===== src/rtl/alu_share_arbiter.sv =====
// -----------------------------------------------------------------------------
// alu_share_arbiter
//
// Shares one external combinational ALU between two requesters.
//
// Operation:
// - Grants are issued with round-robin priority.
// - The winner's operands are latched into registers that drive the ALU.
// - One cycle later the ALU outputs are captured and returned, tagged with
//   the id of the requester that owns the result.
// - Illegal opcodes are never issued to the ALU. They return a zero result
//   with res_err set.
//
// Ports:
//   clk, reset          clock; asynchronous active-high reset
//   req0/op0/a0/b0      requester 0 request, opcode and operands
//   gnt0                requester 0 grant (combinational, one-cycle pulse)
//   req1/op1/a1/b1      requester 1 request, opcode and operands
//   gnt1                requester 1 grant (combinational, one-cycle pulse)
//   alu_a/alu_b/alu_op  registered ALU inputs
//   alu_r/alu_c32/alu_z/alu_v  ALU outputs (result and flags)
//   res/res_c32/res_z/res_v    registered result and flags
//   res_id              requester that owns res
//   res_err             illegal opcode was rejected (res is zero)
//   res_valid           one-cycle pulse marking res* valid
//   busy                FSM is not in IDLE
// -----------------------------------------------------------------------------
module alu_share_arbiter #(
  parameter int WIDTH = 32,
  parameter int OP_W  = 3
) (
  input  logic             clk,
  input  logic             reset,
  input  logic             req0,
  input  logic [OP_W-1:0]  op0,
  input  logic [WIDTH-1:0] a0,
  input  logic [WIDTH-1:0] b0,
  output logic             gnt0,
  input  logic             req1,
  input  logic [OP_W-1:0]  op1,
  input  logic [WIDTH-1:0] a1,
  input  logic [WIDTH-1:0] b1,
  output logic             gnt1,
  output logic [WIDTH-1:0] alu_a,
  output logic [WIDTH-1:0] alu_b,
  output logic [OP_W-1:0]  alu_op,
  input  logic [WIDTH-1:0] alu_r,
  input  logic             alu_c32,
  input  logic             alu_z,
  input  logic             alu_v,
  output logic [WIDTH-1:0] res,
  output logic             res_c32,
  output logic             res_z,
  output logic             res_v,
  output logic             res_id,
  output logic             res_err,
  output logic             res_valid,
  output logic             busy
);

  typedef enum logic [1:0] {
    ST_IDLE   = 2'b00,
    ST_ISSUE  = 2'b01,
    ST_REJECT = 2'b10
  } state_t;

  localparam logic [OP_W-1:0] OP_AND = 3'b000;
  localparam logic [OP_W-1:0] OP_OR  = 3'b001;
  localparam logic [OP_W-1:0] OP_ADD = 3'b010;
  localparam logic [OP_W-1:0] OP_SUB = 3'b110;
  localparam logic [OP_W-1:0] OP_SLT = 3'b111;

  // Only these five opcodes reach the ALU; everything else is rejected.
  function automatic logic is_legal(input logic [OP_W-1:0] op);
    logic ok;
    case (op)
      OP_AND, OP_OR, OP_ADD, OP_SUB, OP_SLT: ok = 1'b1;
      default:                               ok = 1'b0;
    endcase
    return ok;
  endfunction

  state_t           state_q, state_d;
  logic             last_id_q, last_id_d;
  logic [WIDTH-1:0] alu_a_q, alu_a_d;
  logic [WIDTH-1:0] alu_b_q, alu_b_d;
  logic [OP_W-1:0]  alu_op_q, alu_op_d;
  logic [WIDTH-1:0] res_q, res_d;
  logic             res_c32_q, res_c32_d;
  logic             res_z_q, res_z_d;
  logic             res_v_q, res_v_d;
  logic             res_id_q, res_id_d;
  logic             res_err_q, res_err_d;
  logic             res_valid_q, res_valid_d;

  logic             gnt0_s, gnt1_s;
  logic             sel_id_s;
  logic [OP_W-1:0]  sel_op_s;
  logic [WIDTH-1:0] sel_a_s, sel_b_s;

  // Round-robin grant: on a tie the requester that did not win last time goes
  // first. Grants are held low during reset so nothing is offered mid-reset.
  always_comb begin
    gnt0_s = 1'b0;
    gnt1_s = 1'b0;
    if ((state_q == ST_IDLE) && !reset) begin
      if (req0 && req1) begin
        if (last_id_q) begin
          gnt0_s = 1'b1;
        end else begin
          gnt1_s = 1'b1;
        end
      end else if (req0) begin
        gnt0_s = 1'b1;
      end else if (req1) begin
        gnt1_s = 1'b1;
      end else begin
        gnt0_s = 1'b0;
      end
    end else begin
      gnt0_s = 1'b0;
    end
  end

  // Operand mux for the granted requester.
  always_comb begin
    if (gnt1_s) begin
      sel_id_s = 1'b1;
      sel_op_s = op1;
      sel_a_s  = a1;
      sel_b_s  = b1;
    end else begin
      sel_id_s = 1'b0;
      sel_op_s = op0;
      sel_a_s  = a0;
      sel_b_s  = b0;
    end
  end

  // Next-state and datapath update. last_id doubles as the owner of the
  // in-flight operation, since it is written with the granted id.
  always_comb begin
    state_d     = state_q;
    last_id_d   = last_id_q;
    alu_a_d     = alu_a_q;
    alu_b_d     = alu_b_q;
    alu_op_d    = alu_op_q;
    res_d       = res_q;
    res_c32_d   = res_c32_q;
    res_z_d     = res_z_q;
    res_v_d     = res_v_q;
    res_id_d    = res_id_q;
    res_err_d   = res_err_q;
    res_valid_d = 1'b0;
    case (state_q)
      ST_IDLE: begin
        if (gnt0_s || gnt1_s) begin
          last_id_d = sel_id_s;
          if (is_legal(sel_op_s)) begin
            alu_a_d  = sel_a_s;
            alu_b_d  = sel_b_s;
            alu_op_d = sel_op_s;
            state_d  = ST_ISSUE;
          end else begin
            // ALU inputs stay put so a rejected op causes no toggling.
            state_d = ST_REJECT;
          end
        end else begin
          state_d = ST_IDLE;
        end
      end
      ST_ISSUE: begin
        res_d       = alu_r;
        res_c32_d   = alu_c32;
        res_z_d     = alu_z;
        res_v_d     = alu_v;
        res_id_d    = last_id_q;
        res_err_d   = 1'b0;
        res_valid_d = 1'b1;
        state_d     = ST_IDLE;
      end
      ST_REJECT: begin
        res_d       = {WIDTH{1'b0}};
        res_c32_d   = 1'b0;
        res_z_d     = 1'b0;
        res_v_d     = 1'b0;
        res_id_d    = last_id_q;
        res_err_d   = 1'b1;
        res_valid_d = 1'b1;
        state_d     = ST_IDLE;
      end
      default: begin
        state_d = ST_IDLE;
      end
    endcase
  end

  // State and datapath registers.
  always_ff @(posedge clk or posedge reset) begin
    if (reset) begin
      state_q     <= ST_IDLE;
      last_id_q   <= 1'b1;
      alu_a_q     <= {WIDTH{1'b0}};
      alu_b_q     <= {WIDTH{1'b0}};
      alu_op_q    <= {OP_W{1'b0}};
      res_q       <= {WIDTH{1'b0}};
      res_c32_q   <= 1'b0;
      res_z_q     <= 1'b0;
      res_v_q     <= 1'b0;
      res_id_q    <= 1'b0;
      res_err_q   <= 1'b0;
      res_valid_q <= 1'b0;
    end else begin
      state_q     <= state_d;
      last_id_q   <= last_id_d;
      alu_a_q     <= alu_a_d;
      alu_b_q     <= alu_b_d;
      alu_op_q    <= alu_op_d;
      res_q       <= res_d;
      res_c32_q   <= res_c32_d;
      res_z_q     <= res_z_d;
      res_v_q     <= res_v_d;
      res_id_q    <= res_id_d;
      res_err_q   <= res_err_d;
      res_valid_q <= res_valid_d;
    end
  end

  assign gnt0      = gnt0_s;
  assign gnt1      = gnt1_s;
  assign alu_a     = alu_a_q;
  assign alu_b     = alu_b_q;
  assign alu_op    = alu_op_q;
  assign res       = res_q;
  assign res_c32   = res_c32_q;
  assign res_z     = res_z_q;
  assign res_v     = res_v_q;
  assign res_id    = res_id_q;
  assign res_err   = res_err_q;
  assign res_valid = res_valid_q;
  assign busy      = (state_q != ST_IDLE);

endmodule


===== config.mk =====
export PLATFORM = sky130hd
export DESIGN_NAME = alu_share_arbiter
export DESIGN_NICKNAME = d
export VERILOG_FILES = /design/src/rtl/alu_share_arbiter.sv
export SDC_FILE = /design/constraint.sdc
export NUM_CORES = 1
export LEC_CHECK = 0
export BUFFER_PORTS_ARGS = -buffer_cell sky130_fd_sc_hd__buf_2
export CAP_MARGIN = 20
export CORE_ASPECT_RATIO = 0.7
export CORE_MARGIN = 10
export CORE_UTILIZATION = 40
export DETAILED_ROUTE_END_ITERATION = 10
export PLACE_DENSITY_LB_ADDON = 0.05
export REMOVE_ABC_BUFFERS = 1
export SYNTH_ARGS = -nofsm -noshare
export SYNTH_HDL_FRONTEND = slang
export SYNTH_SLANG_ARGS = --single-unit

===== constraint.sdc =====
create_clock -name clk -period 8.9 [get_ports clk]
set_input_delay 0.89 -clock clk [delete_from_list [all_inputs] [get_ports clk]]
set_output_delay 0.89 -clock clk [all_outputs]
set_load 0.02 [all_outputs]

==> flow_metrics.py <==
metrics = {
    "run_status": {
        "outcome": "complete, no violations",
    },
    "worst_setup_path": {
        "slowest_delay_ns": 0.76,
        "cp-endpoint": "gnt1",
        "critical_path_class": "in2out",
        "cp.arrival_ns": 3.44,
        "r2r_slack_ns": 5.15,
        "cp.required_ns": 8.01,
        "critical-path-slowest-cell": "buf_4",
        "crit_path_end_kind": "output pin",
        "cp_max_fo": 81,
        "critPathMostFrequentCell": "buf_2",
        "r2r_cells": 8,
        "worstReg2RegEnd": "alu_a[3]$_DFFE_PP0P_",
        "regToRegStartpoint": "state_q[0]$_DFF_PP0_",
        "crit_path_start": "req0",
        "cp-start-kind": "input pin",
        "cp_cell_sequence": "buf_2 > a21boi_4 > nand2_4 > clkinv_2 > buf_4 > buf_2",
    },
    "final_layout": {
        "final_area_sq_um": 8860,
        "syn_to_final_growth_pct": 23.2,
        "final_nets": 1198,
        "antenna_cells": 0,
        "utilization_pct": 50.9,
        "fillCellCount": 1739,
        "drive_gt1_share_pct": 31.4,
    },
    "synthesis": {
        "synth_adder_area_share_pct": 0.348,
        "yosys_register_bits": 108,
        "synth.top_cell.area_share_pct": 37.2,
        "syn_area_sq_um": 7190,
        "async_reset_ff_share_pct": 100,
        "synth_top_family_by_area": "simple AND/OR/NAND/NOR gates",
        "synth_edf_count": 0,
        "synthXorXnorAreaFrac_pct": 0.244,
        "synth_area_leaders": "dfrtp_1, nand4b_1, a222oi_1",
        "synth_compound_area_share_pct": 24.9,
        "yosysWarnings": 0,
        "synth_cells": 820,
        "synth.avg_cell_area_sq_um": 8.77,
        "netlist.top_cell.by_area": "dfrtp_1",
        "yosysUniqueCellTypes": 41,
        "ys_top_cells_by_count": "nand4b_1, dfrtp_1, inv_1",
        "muxShareOfSynthArea_pct": 0.313,
        "ys_seq_area_share_pct": 37.6,
        "synth-simple-area-share_pct": 24.9,
        "yosysMostFrequentCell": "nand4b_1",
        "synthFlopType": "dfrtp_1",
    },
    "pwr": {
        "p_seq_share_pct": 37.8,
        "powerDensity_nw_per_um2": 223,
        "leakage_uw": 0.00400,
        "total_power_uw": 1970,
        "switching_share_pct": 42.3,
        "clkPwrFrac_pct": 19.7,
        "p_switching_uw": 836,
        "intPower_uw": 1140,
        "ir_drop_mv": 0.0994,
        "power_frac_comb_pct": 42.5,
    },
    "floorplan": {
        "start_util_pct": 41.3,
        "fp.dieW_um": 180,
        "rows": 40,
        "die_area_sq_um": 23800,
        "die_h_um": 132,
        "core_sq_um": 17400,
        "io_pins": 281,
    },
    "route": {
        "drtPass1Iterations": 7,
        "remaining_drc_errors": 0,
        "via_count": 7338,
        "routedWlPerCell_um": 21.0,
        "viasPerCell": 5.83,
        "drt-initial-drc-count": 798,
        "ant_nets": 0,
        "wl_um": 26400,
    },
    "clock_tree": {
        "clock_sinks": 108,
        "post_cts_buffers": 0,
        "cts_root_buffer": "clkbuf_16",
        "clkLatencyLatePin_ns": 0.35,
        "clk_pin_slew_ns": 0.08,
        "numCtsBuffers": 9,
        "cts_tree": "yes",
        "cts_resized": 0,
        "clk_path_buf_depth": 2,
        "cts-hold-fix-buffers": 0,
        "htreeDepth": 3,
    },
    "place": {
        "post-place-ws_ns": 4.62,
        "place_hpwl_um": 17100,
        "place_area_sq_um": 8580,
        "gp_congestion": 0.852,
        "port_buffers": 280,
    },
    "sta": {
        "setup_ws_ns": 4.57,
        "fin_skew_ns": 0.0131,
        "period_share_pct": 48.7,
        "hold_viol": 0,
        "rsz0062_at_grt": "no",
        "finalSetupViolCount": 0,
        "maxSlewViolCount": 0,
        "tns_ns": 0,
        "fin_crit_ns": 4.33,
        "worstMarginPinSlew_ns": 1.14,
        "fmaxAchievable_ghz": 0.231,
        "slew_headroom_pct": 24.3,
    },
    "global_routing": {
        "first_global_vias": 7070,
        "grt_max_degree": 114,
        "grt_pass1_wl_um": 40800,
        "gr-total-overflow": 0,
        "track_usage_pct": 20.6,
        "antenna_found_initial": 0,
    },
    "min_path": {
        "hold_class": "reg2reg",
    },
    "flow_run": {
        "max_cap_viol_count": 0,
    },
}
[per-stage QoR]
stage	instances	hold WS, ns
2_1_floorplan	719	0.464
3_3_place_gp	1243	0.492
5_1_grt	1259	0.528
6_report	1259	0.519
4_1_cts	1259	0.519
3_5_place_dp	1243	0.494
[cell usage in the layout, fill, tap and decap left out, types with 2 or more instances in the layout]
cell type  Yosys  routed
nand4b_1     128     128
nor2b_1        5       3
a211oi_1       2       2
clkbuf_16      0       9
nand2_1       39      39
nand3_1        3       3
buf_4          1      13
o21ai_0      102     102
a2bb2oi_1      2       2
dfrtp_1      107     107
nor2_1         3       2
a222oi_1      64      64
xnor2_1        2       2
ha_1           2       2
buf_2          6     280
mux2_2         2       2
a21oi_1        4       3
inv_6          0       3
o31ai_1       65      65
clkinv_2       1       2
a21oi_4        0       2
inv_1        104     103
nand2b_1      66      66
[state kept, by name, summed over array words and instances, names as in the netlist]
name	cells
res_id	1
alu_op	3
alu_b	32
res	32
res_c32	1
last_id_q	1
state_q	2
res_z	1
alu_a	32
res_valid	1
res_err	1
res_v	1
[how the worst min path moves through the flow]
| stage | cells past startpoint | slack, ns | to | startpoint |
|---|---|---|---|---|
| after CTS | 2 | 0.52 | last_id_q$_DFFE_PP1P_ | last_id_q$_DFFE_PP1P_ |
| final | 1 | 0.52 | res_err$_DFFE_PP0P_ | res_err$_DFFE_PP0P_ |
| after floorplan | 2 | 0.46 | last_id_q$_DFFE_PP1P_ | last_id_q$_DFFE_PP1P_ |
| after global routing | 1 | 0.53 | res_err$_DFFE_PP0P_ | res_err$_DFFE_PP0P_ |
| after detailed placement | 1 | 0.49 | res_id$_DFFE_PP0P_ | res_id$_DFFE_PP0P_ |
| after global placement | 1 | 0.49 | res_err$_DFFE_PP0P_ | res_err$_DFFE_PP0P_ |
[kinds of logic after synthesis]
group / Yosys count
buffers and inverters: 206
AOI/OAI and AO/OA: 249
xor gates and xnor gates: 2
adders and majority gates: 2
and+or+nand+nor: 251
muxes: 2
DFF: 108
[critical path: cells and delay by family]
family / cells / cell delay (ns)
AND/OR/NAND/NOR: 1 / 0.14
buffers and inverters: 4 / 1.72
AO/OA/AOI/OAI: 1 / 0.64
[metal layers]
layer  track usage, %  vias to the layer above  wire [um]  share of wire, %
met1             29.3                     3517      12000                45
met4             3.82                        0        231              0.87
met2             31.1                      332      12100                46
met5                0                        -          0                 0
li1                 -                     3475          -                 -
met3             4.96                       14       2090               7.9
[cell type report]
type,count,area (sq um),share of cell area (%)
Tap cell,231,289,3.26
Timing Repair Buffer,293,1500,16.9
Sequential cell,108,2700,30.5
Multi-Input combinational cell,506,3690,41.7
Clock buffer,10,229,2.58
Clock inverter,6,47.5,0.537
Inverter,105,398,4.49
[power by group through the flow]
stage / Combinational, uW / Clock (uW) / Sequential (uW)
after floorplan: 305 / 0 / 942
after global placement: 842 / 0 / 756
after detailed placement: 847 / 0 / 754
after CTS: 848 / 401 / 748
after global routing: 913 / 421 / 767
final: 839 / 388 / 747
Note: power is estimated with default switching activity, not from simulation.
